File: src/rtl/fetch_unit.sv
`default_nettype none
// ============================================================================
// Module   : fetch_unit
// Purpose  : Instruction fetch stage. Keeps the PC, issues one memory request
//            at a time and buffers returned words in a small FIFO.
// Revision : 1.0 - initial release
// ============================================================================
module fetch_unit #(
    parameter logic [31:0] RESET_PC = 32'hBFC00000,
    parameter int          DEPTH    = 2
) (
    input  logic        CLK,
    input  logic        RESET,
    input  logic        STALL,
    input  logic        Request_Alt_PC,
    input  logic [31:0] Alt_PC,
    output logic [31:0] Instr_address_2IM,
    output logic        Instr_req_2IM,
    input  logic        Instr_ack_fIM,
    input  logic [31:0] Instr1_fIM,
    output logic [31:0] Instr1_OUT,
    output logic [31:0] Instr_PC_OUT,
    output logic [31:0] Instr_PC_Plus4,
    output logic        Instr_Valid_OUT
);

    localparam int           AW      = (DEPTH > 1) ? $clog2(DEPTH) : 1;
    localparam logic [AW:0]  DEPTH_W = DEPTH[AW:0];

    typedef enum logic [1:0] {
        IDLE = 2'd0,
        WAIT = 2'd1,
        DROP = 2'd2
    } state_t;

    state_t        state;
    logic [31:0]   pc;
    logic [31:0]   fifo_instr [DEPTH];
    logic [31:0]   fifo_pc    [DEPTH];
    logic [AW-1:0] rd_ptr;
    logic [AW-1:0] wr_ptr;
    logic [AW:0]   count;
    logic [AW:0]   count_next;
    logic          in_flight;
    logic          push;
    logic          pop;
    logic          room;
    logic          may_issue;

    assign in_flight  = (state == WAIT) || (state == DROP);
    assign push       = (state == WAIT) && Instr_ack_fIM;
    assign pop        = Instr_Valid_OUT && !STALL;
    assign count_next = count + {{AW{1'b0}}, push} - {{AW{1'b0}}, pop};
    assign room       = count_next < DEPTH_W;
    assign may_issue  = (state == IDLE) || (in_flight && Instr_ack_fIM);

    always_ff @(posedge CLK or negedge RESET) begin
        if (!RESET) begin
            state             <= IDLE;
            pc                <= RESET_PC;
            Instr_address_2IM <= '0;
            rd_ptr            <= '0;
            wr_ptr            <= '0;
            count             <= '0;
        end else if (Request_Alt_PC) begin
            // Redirect flushes everything; an in-flight request is left to
            // complete in DROP so its late response cannot be mistaken.
            rd_ptr <= '0;
            wr_ptr <= '0;
            count  <= '0;
            pc     <= {Alt_PC[31:2], 2'b00};
            state  <= (in_flight && !Instr_ack_fIM) ? DROP : IDLE;
        end else begin
            if (push) begin
                wr_ptr <= wr_ptr + 1'b1;
            end
            if (pop) begin
                rd_ptr <= rd_ptr + 1'b1;
            end
            count <= count_next;
            if (may_issue) begin
                if (room) begin
                    state             <= WAIT;
                    Instr_address_2IM <= pc;
                    pc                <= pc + 32'd4;
                end else begin
                    state <= IDLE;
                end
            end
        end
    end

    // Storage needs no reset: entries are only visible while counted valid.
    always_ff @(posedge CLK) begin
        if (push && !Request_Alt_PC) begin
            fifo_instr[wr_ptr] <= Instr1_fIM;
            fifo_pc[wr_ptr]    <= Instr_address_2IM;
        end
    end

    assign Instr_req_2IM   = in_flight;
    assign Instr_Valid_OUT = (count != '0);
    assign Instr1_OUT      = Instr_Valid_OUT ? fifo_instr[rd_ptr] : '0;
    assign Instr_PC_OUT    = Instr_Valid_OUT ? fifo_pc[rd_ptr] : '0;
    assign Instr_PC_Plus4  = Instr_Valid_OUT ? (fifo_pc[rd_ptr] + 32'd4) : '0;

endmodule
`default_nettype wire

File: config.mk
export PLATFORM = sky130hd
export DESIGN_NAME = fetch_unit
export DESIGN_NICKNAME = d
export VERILOG_FILES = /design/src/rtl/fetch_unit.sv
export SDC_FILE = /design/constraint.sdc
export NUM_CORES = 1
export LEC_CHECK = 0
export CAP_MARGIN = 20
export CORE_ASPECT_RATIO = 1.4
export CORE_MARGIN = 4
export CORE_UTILIZATION = 35
export CTS_CLUSTER_DIAMETER = 150
export DETAILED_ROUTE_END_ITERATION = 10
export PLACE_DENSITY_LB_ADDON = 0.1
export SLEW_MARGIN = 0
export SYNTH_ARGS = -nofsm -noshare
export SYNTH_HDL_FRONTEND = slang
export SYNTH_SLANG_ARGS = --single-unit
export TNS_END_PERCENT = 30
File: constraint.sdc
create_clock -name CLK -period 6.5 [get_ports CLK]
set_input_delay 0.975 -clock CLK [delete_from_list [all_inputs] [get_ports CLK]]
set_output_delay 0.975 -clock CLK [all_outputs]
set_load 0.02 [all_outputs]
# ---- After elaboration in Yosys (flattened, before gate mapping)
# Memory sizes are Yosys's and may differ from the RTL's.
# Index checks and enable logic that the tools add are counted.
dict set report word_totals {
  reg_bits 70
  ramBits 128
  output_inout_bits 130
  wordCells 53
  n_memories 2
}
# name depth width rd rd_clocked_by_memory_dff wr line
set mem_list {}
lappend mem_list {fifo_instr 2 32 1 0 1 38} ;# logic [31:0] fifo_instr [DEPTH];
lappend mem_list {fifo_pc 2 32 1 0 1 39} ;# logic [31:0] fifo_pc [DEPTH];
dict set report classes {
  n_addsub 6
  order_cmp 1
  eq_ne 2
  mux 17
  n_bitwise 1
  reduce_logical 18
}
# op n
set ops {}
lappend ops {{$mux W32} 6}
lappend ops {{$add A32 B3 Y32 const B} 2}
lappend ops {{$reduce_bool A2 Y1} 5}
lappend ops {{$mux W2} 4}
lappend ops {{$mux W1} 7}
lappend ops {{$logic_and A1 B1 Y1} 5}
lappend ops {{$logic_not A1 Y1} 3}
lappend ops {{$reduce_and A3 Y1} 1}
lappend ops {{$add A1 B1 Y1 const B} 2}
lappend ops {{$add A2 B1 Y2} 1}
lappend ops {{$eq A2 B1 Y1 const B} 1}
lappend ops {{$eq A2 B2 Y1 const B} 1}
lappend ops {{$logic_not A2 Y1} 1}
lappend ops {{$logic_or A1 B1 Y1} 2}
lappend ops {{$lt A2 B2 Y1 const B} 1}
lappend ops {{$reduce_and A2 Y1} 1}
lappend ops {{$sub A2 B1 Y2} 1}
lappend ops {{$not A1 Y1} 1}

# ---- Logic depth before layout (Yosys ltp)
# Gate-level depths: netlist of the first run.
dict set report logic_depth {
  depth_word 8
  mapped_depth 13
}

# ---- Least setup slack after synthesis of the first run
# Ideal clock, no wire load.
dict set report synth_timing {
  path_kind {input to register}
  startpoint {input Request_Alt_PC}
  endpoint {memory fifo_instr[1][0], enable pin}
  arrival_ps 5730
  required_time_ps 5929
  path_slack_ps 199
  cell_stages 2
  n_path_buf 1
  path_cell_list {clkbuf_1 nor3b_1}
}
dict set report synth_via {
  elab_chain_len 4
}
# element line
set synth_rtl {}
lappend synth_rtl {{start, declared} 15} ;# input logic Request_Alt_PC,
lappend synth_rtl {{$logic_not A1 Y1} 95} ;# if (push && !Request_Alt_PC) begin
lappend synth_rtl {{$logic_and A1 B1 Y1} 95}
lappend synth_rtl {{$mux W1} 95}
lappend synth_rtl {{$mux W1 (not written as such)} 96} ;# fifo_instr[wr_ptr] <= Instr1_fIM;
lappend synth_rtl {{end, declared} 38}
# No other way between the ends.

# ---- Worst setup path after layout of the first run
dict set report layout_timing {
  startpoint {register rd_ptr}
  endpoint {output Instr_PC_Plus4[29]}
}
dict set report layout_via {
  elab_chain_len 3
}
# element line
set layout_rtl {}
lappend layout_rtl {{start, declared} 40} ;# logic [AW-1:0] rd_ptr;
lappend layout_rtl {{start signal, assigned} 78} ;# rd_ptr <= rd_ptr + 1'b1;
lappend layout_rtl {{$mem_v2 Z2 W32} -}
lappend layout_rtl {{$add A32 B3 Y32} 105} ;# assign Instr_PC_Plus4 = Instr_Valid_OUT ? (fifo_pc[rd_ptr] + 32'd4) : '0;
lappend layout_rtl {{$mux W32} 105}
lappend layout_rtl {{end, declared} 23} ;# output logic [31:0] Instr_PC_Plus4,
# No other way between the ends.

==> summary.md, run 1 <==
| Metric | Value |
|---|---|
| Pwr/cell area | 400.7 nW/um2 |
| CTS tree | built |
| P_leak | 3.975 nW |
| Finished Cell Area | 11810 um2 |
| Switching power | 1.787 mW |
| Clock power frac | 20.8% |
| Fill count | 2396 |
| Row count | 69 |
| Core Box Area | 25470 um2 |
| Final hold violation count | 0 |
| Detail Route Antenna Nets | 0 |
| Max frequency | 192.5 MHz |
| Gate power share | 42.0% |
| Chip Width | 144.1 um |
| Tmin final | 5.195 ns |
| Required @ worst endpoint | 5.52 ns |
| EDFF count, synth | 124 |
| Final slew viol count | 0 |
| Die area | 28610 um2 |
| PortBufs | 190 |
| Nets | 1008 |
| GRT overflow | 0 |
| Async set-reset flop share out of synthesis | 34.74% |
| Skew final | 0.01354 ns |
| # IOs | 199 |
| Largest net degree at the start of global routing | 64 |
| Placed cell count | 1234 |
| Sequential Power Share | 37.2% |
| Initial Util | 35.64% |
| Reg2reg setup slack | 2.75 ns |
| Vias post-DR | 6437 |
| Worst Hold Slack | 0.4574 ns |
| Number of global-route vias before repair | 6191 |
| VDD IR max | 0.1882 mV |
| RSZ-0062 raised after global routing | false |
| DRC | 0 |
| Setup TNS | 0 ns |
| Commonest non-fill, non-tap cell in the layout | clkdlybuf4s50_1 |
| First-pass DRT Iterations | 4 |
| Crit end category | primary output |
| Placed instance area | 11260 um2 |
| Tightest Pin Transition | 0.8722 ns |
| Avg Cell Area, Syn | 12.04 um2 |
| CTS Hold Bufs | 0 |
| Count of cell types in the netlist | 58 |
| Post-layout util | 46.38% |
| CTS buffer count | 17 |
| FF+latch area | 5390 um2 |
| Yosys warns | 0 |
| Maximum clock insertion buffer count | 2 |
| Crit Path Category | reg2out |
| Max_slew headroom | 41.85% |
| CP Max Fanout | 63 |
| Syn Inst Count | 754 |
| Vias per inst | 5.085 |
| Routability congestion estimate | 0.7727 |
| Post-CTS Setup Bufs | 0 |
| Status | finished clean |
| Design Power | 4.732 mW |
| Final setup fails | 0 |
| Register area share after synthesis | 59.34% |
| Ys flop type | edfxtp_1 |
| DPL Wire Length | 16.25 mm |
| Pre-CTS setup slack | 1.682 ns |
| Area of the multi-input gates | 3458 um2 |
| Critical Path AT | 4.22 ns |
| First-pass GRT wire length | 34.47 mm |
| WL/cell | 17.89 um |
| Resize count post-CTS | 0 |
| Most frequent cells in the layout | clkdlybuf4s50_1 (189), edfxtp_1 (124), nor2_1 (109) |
| Final wirelength | 22.65 mm |
| Number of synthesized register bits | 190 |
| Htree depth | 4 |
| All-Layer GR Usage | 15.65% |
| Initial antenna violation count | 0 |
| PnR worst setup slack | 1.305 ns |
| Root Driver | clkbuf_16 |
| Clk pin slew, worst setup/hold paths | 0.08 ns |
| Clk sinks | 190 |
| Maxcap violations | 0 |
| Hold WC Path Type | in2async |
| Area growth syn-to-layout | 30.12% |
| Fraction of layout cells with a size suffix above 1 | 10.67% |
| Inserted Diodes | 0 |
| Power Internal | 2.945 mW |
| Ratio of final minimum period to clock period | 79.93% |
| Switching part of the total | 37.77% |
| Cell area after synthesis | 9077 um2 |
| DRT iter0 DRCs | 322 |
| Crit start category | flip-flop |
| Clk_lat worst skew | 0.44 ns |
| Die height | 198.6 um |
| Finished Layout Cells | 1266 |
sequential cells by signal, summed over array words and instances, names as in the netlist:
name               cells
Instr_address_2IM     30
count                  2
pc                    30
state                  2
fifo_instr            64
fifo_pc               60
wr_ptr                 1
rd_ptr                 1
cells by family after synthesis:
kind of cell             count (synthesis)  share of synthesized area [%]
XOR/XNOR                                17                          1.640
AND/OR/NAND/NOR                        292                          16.62
other                                    1                        0.04131
buffers and inverters                   53                          3.032
flip-flops                             190                          59.34
adder cells (fa/ha/maj)                  5                         0.6892
AO/OA/AOI/OAI                          104                          8.009
multiplexers                            92                          10.63
synthesized netlist by cell type, drive strengths merged, types with 6 or more instances:
cell	n	area, um2
a21oi	15	78.83
a31oi	30	187.7
and2	8	50.05
and3	7	48.80
buf	26	173.9
clkbuf	19	71.32
dfrtp	57	1426
dfstp	9	236.5
edfxtp	124	3724
inv	8	30.03
mux2	35	394.1
mux2i	57	570.6
nand2	41	153.9
nand3	31	160.1
nand3b	11	82.58
nand4	20	146.4
nor2	110	412.9
nor3	16	90.09
o21ai	14	70.07
o31ai	21	157.7
or3	6	37.54
or4	21	157.7
xnor2	14	122.6
cell type report:
class                           instances  area share (%)
Timing Repair Buffer                  201           16.76
Tap cell                              319           3.379
Sequential cell                       190           45.64
Inverter                                8          0.2542
Clock inverter                         15           1.091
Clock buffer                           17           3.602
Multi-Input combinational cell        516           29.28
critical path, cell delays in order (launching register included):
cell             delay, ns
dfrtp_4               0.83
buf_4                 0.75
nand3_1               0.21
a222oi_1              0.46
nand3_2               0.28
or4_1                 0.52
and3_1                0.18
clkdlybuf4s50_1       0.53
power groups by stage:
| stage | combinational (mW) | clock (mW) | sequential, mW |
|---|---|---|---|
| finish | 1.99 | 0.986 | 1.76 |
| global route | 2.14 | 1.07 | 1.79 |
| CTS | 2.02 | 1.02 | 1.76 |
| detailed placement | 2.02 | 0 | 1.79 |
| global placement | 2.01 | 0 | 1.78 |
| floorplan | 1.11 | 0 | 1.81 |
worst paths after layout:
check / depth (start not counted) / start / to
max: 7 / rd_ptr / Instr_PC_Plus4[29]
min: 1 / RESET / Instr_address_2IM[24]
max reg2reg: 12 / count[1] / Instr_address_2IM[23]
min reg2reg: 0 / Instr_address_2IM[27] / fifo_pc[0][27]
max in group asynchronous: 2 / RESET / rd_ptr
min in group CLK: 0 / Instr_address_2IM[27] / fifo_pc[0][27]
per-layer routing:
| layer | wire length [um] | track usage (%) | vias up |
|---|---|---|---|
| li1 | - | - | 3198 |
| met1 | 10190 | 20.50 | 3074 |
| met2 | 11210 | 26.27 | 153 |
| met3 | 1061 | 3.415 | 12 |
| met4 | 195 | 4.187 | 0 |
| met5 | 0 | 0 | - |
Note: power is estimated with default switching activity, not from simulation.
==> run 2: changes to the inputs <==
- clock period: 6.5 -> 4.2 ns (I/O delays scaled with it)
==> summary.md, run 2 (synthesized netlist as in run 1, its figures left out) <==
| Metric | Value |
|---|---|
| Row count | 69 |
| Routability congestion estimate | 0.7737 |
| Tightest Pin Transition | 0.8284 ns |
| PortBufs | 190 |
| Crit end category | primary output |
| Worst path max stage delay | 0.61 ns |
| Vias per inst | 5.142 |
| Skew final | 0.009542 ns |
| RSZ-0062 raised after global routing | false |
| Final hold violation count | 0 |
| Reg2reg setup slack | 1.04 ns |
| Final wirelength | 23.05 mm |
| Worst path depth | 7 |
| Number of global-route vias before repair | 6412 |
| Die height | 198.6 um |
| Largest net degree at the start of global routing | 79 |
| Commonest non-fill, non-tap cell in the layout | clkdlybuf4s50_1 |
| Critical path, cell by cell | buf_8 -> nand4b_1 -> a221oi_4 -> nand3_4 -> or4_1 -> and3_1 -> clkdlybuf4s50_1 |
| # IOs | 199 |
| Crit Path Category | reg2out |
| Tmin final | 4.073 ns |
| Worst setup path endpoint | Instr_PC_Plus4[29] |
| Largest register FFs | 64 |
| Vias post-DR | 6576 |
| RR Endpoint | pc[27] |
| Hold WC Path Type | in2async |
| Setup TNS | 0 ns |
| Initial Util | 35.64% |
| Finished Layout Cells | 1279 |
| DRC | 0 |
| Final setup fails | 0 |
| Final slew viol count | 0 |
| Max_slew headroom | 44.78% |
| Max frequency | 245.5 MHz |
| CP bufs+invs | 2 |
| DPL Wire Length | 16.74 mm |
| WL/cell | 18.02 um |
| CP Max Fanout | 21 |
| GRT overflow | 0 |
| CTS tree | built |
| All-Layer GR Usage | 16.05% |
| Core Box Area | 25470 um2 |
| Largest delay share family, worst path | simple AND/OR/NAND/NOR gates |
| Nets | 1021 |
| P_leak | 4.061 nW |
| Clk_lat worst skew | 0.43 ns |
| Design Power | 7.343 mW |
| VDD IR max | 0.3042 mV |
| Chip Width | 144.1 um |
| Critical Path AT | 3.44 ns |
| Critical path's slowest cell | dfrtp_4 |
| Required @ worst endpoint | 3.57 ns |
| CTS Hold Bufs | 0 |
| Area growth syn-to-layout | 31.63% |
| Crit start category | flip-flop |
| Detail Route Antenna Nets | 0 |
| First-pass DRT Iterations | 5 |
| Initial antenna violation count | 0 |
| Maxcap violations | 0 |
| Clk sinks | 190 |
| Die area | 28610 um2 |
| First-pass GRT wire length | 35.25 mm |
| Biggest regs | fifo_instr x64, fifo_pc x60 |
| Maximum clock insertion buffer count | 2 |
| Htree depth | 4 |
| Worst reg2reg path depth | 11 |
| Biggest register | fifo_instr |
| Ratio of final minimum period to clock period | 96.98% |
| Inserted Diodes | 0 |
| Most frequent cells in the layout | clkdlybuf4s50_1 (189), edfxtp_1 (124), nor2_1 (109) |
| Pwr/cell area | 614.5 nW/um2 |
| DRT iter0 DRCs | 327 |
| Status | finished clean |
| Fraction of layout cells with a size suffix above 1 | 11.77% |
| Reg2reg start | state[1] |
| Root Driver | clkbuf_16 |
| CTS buffer count | 17 |
| Crit. Startpoint | rd_ptr |
| Placed cell count | 1244 |
| Clk pin slew, worst setup/hold paths | 0.07 ns |
[run 2: cell type report]
cell class | instances | area [um2]
Inverter | 8 | 30.03
Fill cell | 2367 | 13520
Tap cell | 319 | 399.1
Timing Repair Buffer | 214 | 2110
Multi-Input combinational cell | 516 | 3472
Clock inverter | 11 | 81.33
Sequential cell | 190 | 5390
Clock buffer | 21 | 466.7
[run 2: how the worst min path moves through the flow]
stage                          startpoint                    end  slack, ns
floorplan                           RESET  Instr_address_2IM[10]       0.33
global placement    Instr_address_2IM[23]         fifo_pc[0][23]       0.47
detailed placement  Instr_address_2IM[24]         fifo_pc[1][24]       0.48
CTS                                 RESET  Instr_address_2IM[31]       0.23
global route                        RESET  Instr_address_2IM[30]       0.26
finish                              RESET  Instr_address_2IM[25]       0.23
[run 2: power by group]
group | switching (mW) | internal, mW | total, mW
Combinational | 1.72 | 1.41 | 3.13
Sequential | 0.305 | 2.39 | 2.69
Clock | 0.704 | 0.810 | 1.51
[run 2: repair_timing]
action,CTS,global route
cloned,0,0
endpoints found under the setup margin,1,5
gates resized for setup,0,1
buffers inserted,1,2
pin swaps,0,2
[run 2: per-stage QoR]
| step | cell area (um2) | hold slack, ns | setup slack, ns | utilization (%) |
|---|---|---|---|---|
| 2_1_floorplan | 9101 | 0.3344 | -1.457 | - |
| 3_3_place_gp | 11360 | 0.4744 | 0.4870 | 44.62 |
| 3_5_place_dp | 11360 | 0.4825 | 0.4628 | 44.62 |
| 4_1_cts | 11930 | 0.2267 | 0.008562 | 46.83 |
| 5_1_grt | 11950 | 0.2648 | 0.005388 | 46.92 |
| 6_report | 11950 | 0.2284 | 0.1267 | 46.92 |
[run 2: metal layers]
layer	share of wire [%]	GRT usage (%)
met2	50	27.27
met3	4.9	3.391
met1	44	20.39
met4	1.9	5.129
met5	0	0
==> run 3: changes to the inputs <==
- HOLD_SLACK_MARGIN: default -> 0.08
==> results of run 3 <==
Same layout as run 2: the final DEF is identical, and so are final timing and power.
==> edit 1 (settings of run 2) <==
`RESET_PC`: 32'hBFC00000 -> 32'h80000000.
--- a/src/rtl/fetch_unit.sv
+++ b/src/rtl/fetch_unit.sv
@@ -6,7 +6,7 @@
 // Revision : 1.0 - initial release
 // ============================================================================
 module fetch_unit #(
-    parameter logic [31:0] RESET_PC = 32'hBFC00000,
+    parameter logic [31:0] RESET_PC = 32'h80000000,
     parameter int          DEPTH    = 2
 ) (
     input  logic        CLK,
Formal check against the unedited RTL: not equivalent (a bounded check fails within 4 cycles, from zero or initial values and one cycle with RESET low).
==> edit 1 against run 2 <==
- die area decreased by 0.10%
- routed wire length decreased by 0.20%
- critical path depth unchanged
- worst setup slack improved by 0.056 ns
- register-to-register slack got worse by 0.02 ns
- non-clock buffer count decreased by 7
- hold slack improved by 0.013 ns
- total power decreased by 0.54%
- area after synthesis decreased by 0.11%
- final area decreased by 0.67%
- sequential cell count unchanged
- global-route usage increased by 0.052 points
==> edit 1: results (changes against run 2) <==
* Placed instance count at 1240 (was 1244)
* Count of cell types in the netlist at 58 (unchanged)
* Inserted Clock Buffers at 17 (unchanged)
* Post-CTS setup buffers at 0 (was 1)
* ANT cells at 0 (unchanged)
* DR top layer: met4 (unchanged)
* Antenna violations before repair at 0 (unchanged)
* Worst Path Max Fanout at 28 (was 21)
* Largest regs: fifo_instr: 64 flops, fifo_pc: 60 flops (unchanged)
* Final Net Count at 1014 (was 1021)
* First-pass GRT wire length at 35.7 mm (was 35.3 mm)
* Met3 WL at 1.17 mm (was 1.13 mm)
* Syn Area/Cell at 12.0 um^2 (about the same)
* Pin count of the biggest net entering global routing at 79 (unchanged)
* Seq/Total Area, Yosys at 59.3% (about the same)
* Drt initial violations at 367 (was 327)
* Top cells by area, synth: edfxtp_1 (41%), dfrtp_1 (18%), mux2i_1 (6.3%) (was edfxtp_1 (41%), dfrtp_1 (16%), mux2i_1 (6.3%))
* Leak at 4.05 nW (was 4.06 nW)
* Fraction of layout cells with a size suffix above 1 at 9.97% (was 11.8%)
* DR WL met2 at 11.2 mm (was 11.4 mm)
* Post-synth EDFFs at 124 (unchanged)
* Post-DP Area at 11300 um^2 (was 11400 um^2)
* Number of port buffers at 190 (unchanged)
* Peak VDD IR at 0.287 mV (was 0.304 mV)
* Met3 usage at 3.22% (was 3.39%)
* Relative slew slack at 44.3% (was 44.8%)
* Number of global-route vias before repair at 6468 (was 6412)
* First-pass iteration count of the detailed router at 4 (was 5)
* HPWL after DPL at 16.6 mm (was 16.7 mm)
* DP Worst Slack at 0.462 ns (was 0.463 ns)
* Met1 Usage GRT at 20.6% (was 20.4%)
* Finished Layout Cells at 1272 (was 1279)
* # H-tree levels at 4 (unchanged)
* Final clock skew at 0.0140 ns (was 0.00954 ns)
* Clock-pin slew on the worst setup and hold paths at 0.07 ns (about the same)
* Met1 Routed Length at 9.99 mm (was 10.1 mm)
* GPL Wtd Cong at 0.801 (was 0.774)
* DR WL/cell at 18.1 um (was 18.0 um)
* All-Layer GR Usage at 16.1% (was 16.0%)
* Clock Tree Buf Depth at 2 (unchanged)
* Outcome: complete, no violations (unchanged)
* Met2 usage at 26.7% (was 27.3%)
* Worst r2r path cells at 11 (unchanged)
* Root Buffer: clkbuf_16 (unchanged)
* Via/cell ratio at 5.11 (was 5.14)
* Commonest cells in the synthesized netlist: edfxtp_1 (124), nor2_1 (110), dfrtp_1 (65), mux2i_1 (57), nand2_1 (41) (was edfxtp_1 (124), nor2_1 (110), dfrtp_1 (57), mux2i_1 (57), nand2_1 (41))
edit 1: area by class of cell:
type                       count  area (um^2)
clock inverter                 7         52.6
tap                          319          399
clock buffer                  25          480
sequential                   190         5380
fill                        2326        13600
inverter                       8         30.0
timing repair buffer         207         2060
multi-input combinational    516         3460
edit 1: path summary, 6_finish.rpt:
| kind | to | startpoint | slack, ns |
|---|---|---|---|
| worst max-delay path | Instr_PC_Plus4[29] | rd_ptr | 0.18 |
| worst min-delay path | pc[29] | RESET | 0.24 |
| worst max register to register | pc[20] | state[1] | 1.02 |
| worst min register to register | fifo_pc[0][30] | Instr_address_2IM[30] | 0.50 |
| max in group asynchronous | rd_ptr | RESET | 3.22 |
| min in group CLK | fifo_pc[0][30] | Instr_address_2IM[30] | 0.50 |
edit 1: critical path: stages, from the launching register on:
cell             delay, ns
dfrtp_4               0.63
buf_6                 0.28
nand3_1               0.13
a222oi_1              0.42
nand3_2               0.27
or4_1                 0.51
and3_1                0.17
clkdlybuf4s50_1       0.54
edit 1: report_power, final:
part	internal [W]	leakage, nW	switching, W
logic	0.00140	1.91	0.00171
registers	0.00238	1.87	0.000315
clock network	0.000805	0.264	0.000688
total	0.00459	4.05	0.00271
edit 1: per-stage QoR:
stage	utilization (%)	hold slack (ns)
finish	46.6	0.242
global route	46.6	0.284
CTS	46.6	0.245
detailed placement	44.5	0.486
global placement	44.5	0.475
floorplan	-	0.334
edit 1: logic make-up after synthesis:
group | synth area share (%)
compound gates | 8.02
xor+xnor | 1.64
fa+ha+maj | 0.690
buf+inv | 3.04
flops | 59.3
mux | 10.6
other cells | 0.0414
simple gates | 16.6
edit 1: repair_timing:
action | 4_1_cts | 5_1_grt
setup endpoints to repair | 1 | 5
pin swaps | 0 | 2
gates resized for setup | 1 | 3
==> edit 2 (flow settings as in run 2) <==
Without the edit above. Encoding of `state_t`: now one-hot (3 bits for 3 states).
--- a/src/rtl/fetch_unit.sv
+++ b/src/rtl/fetch_unit.sv
@@ -27,10 +27,10 @@
     localparam int           AW      = (DEPTH > 1) ? $clog2(DEPTH) : 1;
     localparam logic [AW:0]  DEPTH_W = DEPTH[AW:0];
 
-    typedef enum logic [1:0] {
-        IDLE = 2'd0,
-        WAIT = 2'd1,
-        DROP = 2'd2
+    typedef enum logic [2:0] {
+        IDLE = 3'b001,
+        WAIT = 3'b010,
+        DROP = 3'b100
     } state_t;
 
     state_t        state;
Check against the original RTL: no difference found for any inputs over 4 cycles, from zero or initial values and one cycle with RESET low; so few cycles prove little.
==> edit 2 against run 2 <==
- worst setup slack better by 0.10 ns
- final area rose by 0.65%
- area after synthesis grew 1.3%
- clock skew grew 0.0035 ns
- routed wire length decreased by 0.10%
- sequential cell count rose by 1
- combinational power increased by 4%
- total power is 2.5% higher
- die area increased by 1.2%
- via count decreased by 0.58%
- sequential power hardly changed
- largest cell class unchanged
- largest power group unchanged
==> edit 2: results (changes against run 2) <==
* Final clock skew at 0.0130 ns (was 0.00954 ns)
* DR WL/cell at 18.1 um (was 18.0 um)
* Worst Path Max Fanout at 19 (was 21)
* Fillers at 2376 (was 2367)
* Mapped Cells at 759 (was 754)
* Peak VDD IR at 0.298 mV (was 0.304 mV)
* Met1 Routed Length at 10.4 mm (was 10.1 mm)
* Placed instance count at 1238 (was 1244)
* Complex-gate fraction of the synthesized area at 7.97% (was 8.01%)
* Adder-Cell Fraction of Synth Area at 0.408% (was 0.689%)
* DP Worst Slack at 0.408 ns (was 0.463 ns)
* Met1 Usage GRT at 21.0% (was 20.4%)
* Met3 WL at 1.13 mm (about the same)
* First-pass iteration count of the detailed router at 4 (was 5)
* First-pass GRT wire length at 36.4 mm (was 35.3 mm)
* Xor-xnor portion of the synthesized cell area at 1.14% (was 1.64%)
* Crit path DAT at 3.34 ns (was 3.44 ns)
* Inserted Clock Buffers at 17 (unchanged)
* Relative slew slack at 47.2% (was 44.8%)
* Count of cell types in the netlist at 57 (was 58)
* Top cells by area, synth: edfxtp_1 (40%), dfrtp_1 (16%), mux2i_1 (6.1%) (was edfxtp_1 (41%), dfrtp_1 (16%), mux2i_1 (6.3%))
* Fraction of layout cells with a size suffix above 1 at 11.6% (was 11.8%)
* Asr flop ratio synth at 35.1% (was 34.7%)
* Seq/Total Area, Yosys at 58.9% (was 59.3%)
* All-Layer GR Usage at 15.9% (was 16.0%)
* Commonest cells in the synthesized netlist: edfxtp_1 (124), nor2_1 (109), dfrtp_1 (57), mux2i_1 (56), nand2_1 (35) (was edfxtp_1 (124), nor2_1 (110), dfrtp_1 (57), mux2i_1 (57), nand2_1 (41))
* GPL Wtd Cong at 0.768 (was 0.774)
* Met2 usage at 26.1% (was 27.3%)
* Via/cell ratio at 5.14 (about the same)
* Outcome: complete, no violations (unchanged)
* Drt initial violations at 343 (was 327)
* Number of global-route vias before repair at 6477 (was 6412)
* Met3 usage at 3.36% (was 3.39%)
* Mux cell area share after synthesis at 12.0% (was 10.6%)
* Pin count of the biggest net entering global routing at 63 (was 79)
* Final Net Count at 1011 (was 1021)
## edit 2: cells by family (layout without fill, tap and decap cells)
family          count (synthesis)  after routing
compound gates                109            109
flops                         191            191
simple gates                  289            289
xor+xnor                       12             12
other cells                     1              6
mux                            94             94
fa+ha+maj                       3              3
buf+inv                        60            248
## edit 2: per-stage QoR
step           util (%)  instance area, um^2
2_1_floorplan         -                 9220
4_1_cts            46.8                12000
3_3_place_gp       44.5                11400
6_report           46.9                12000
5_1_grt            46.9                12000
3_5_place_dp       44.5                11400
## edit 2: layout make-up
cell class	count	area share [%]
sequential	191	45.0
timing repair buffer	211	17.4
clock inverter	5	0.333
clock buffer	27	4.55
inverter	5	0.156
multi-input combinational	513	29.2
tap	319	3.32
## edit 2: where the power goes
| group | switching, W | total, W | internal (W) |
|---|---|---|---|
| Clock | 0.000685 | 0.00159 | 0.000905 |
| Sequential | 0.000335 | 0.00269 | 0.00236 |
| Combinational | 0.00172 | 0.00325 | 0.00153 |
| Total | 0.00274 | 0.00753 | 0.00479 |
## edit 2: critical path, stage by stage (launching register included)
cell	delay [ns]
dfrtp_4	0.59
nand3b_1	0.22
a22oi_2	0.42
nand4_1	0.30
buf_4	0.26
nor3_1	0.20
mux2_2	0.35
clkdlybuf4s50_1	0.56
## edit 2: path summary, 6_finish.rpt
| kind | startpoint | end | slack (ns) | cells past startpoint |
|---|---|---|---|---|
| max | rd_ptr | Instr_PC_Plus4[30] | 0.23 | 7 |
| min | RESET | Instr_address_2IM[28] | 0.21 | 1 |
| max reg2reg | state[2] | Instr_address_2IM[21] | 1.27 | 8 |
| min reg2reg | pc[31] | pc[31] | 0.52 | 2 |
| max in group asynchronous | RESET | rd_ptr | 2.97 | 2 |
| min in group CLK | pc[31] | pc[31] | 0.52 | 2 |
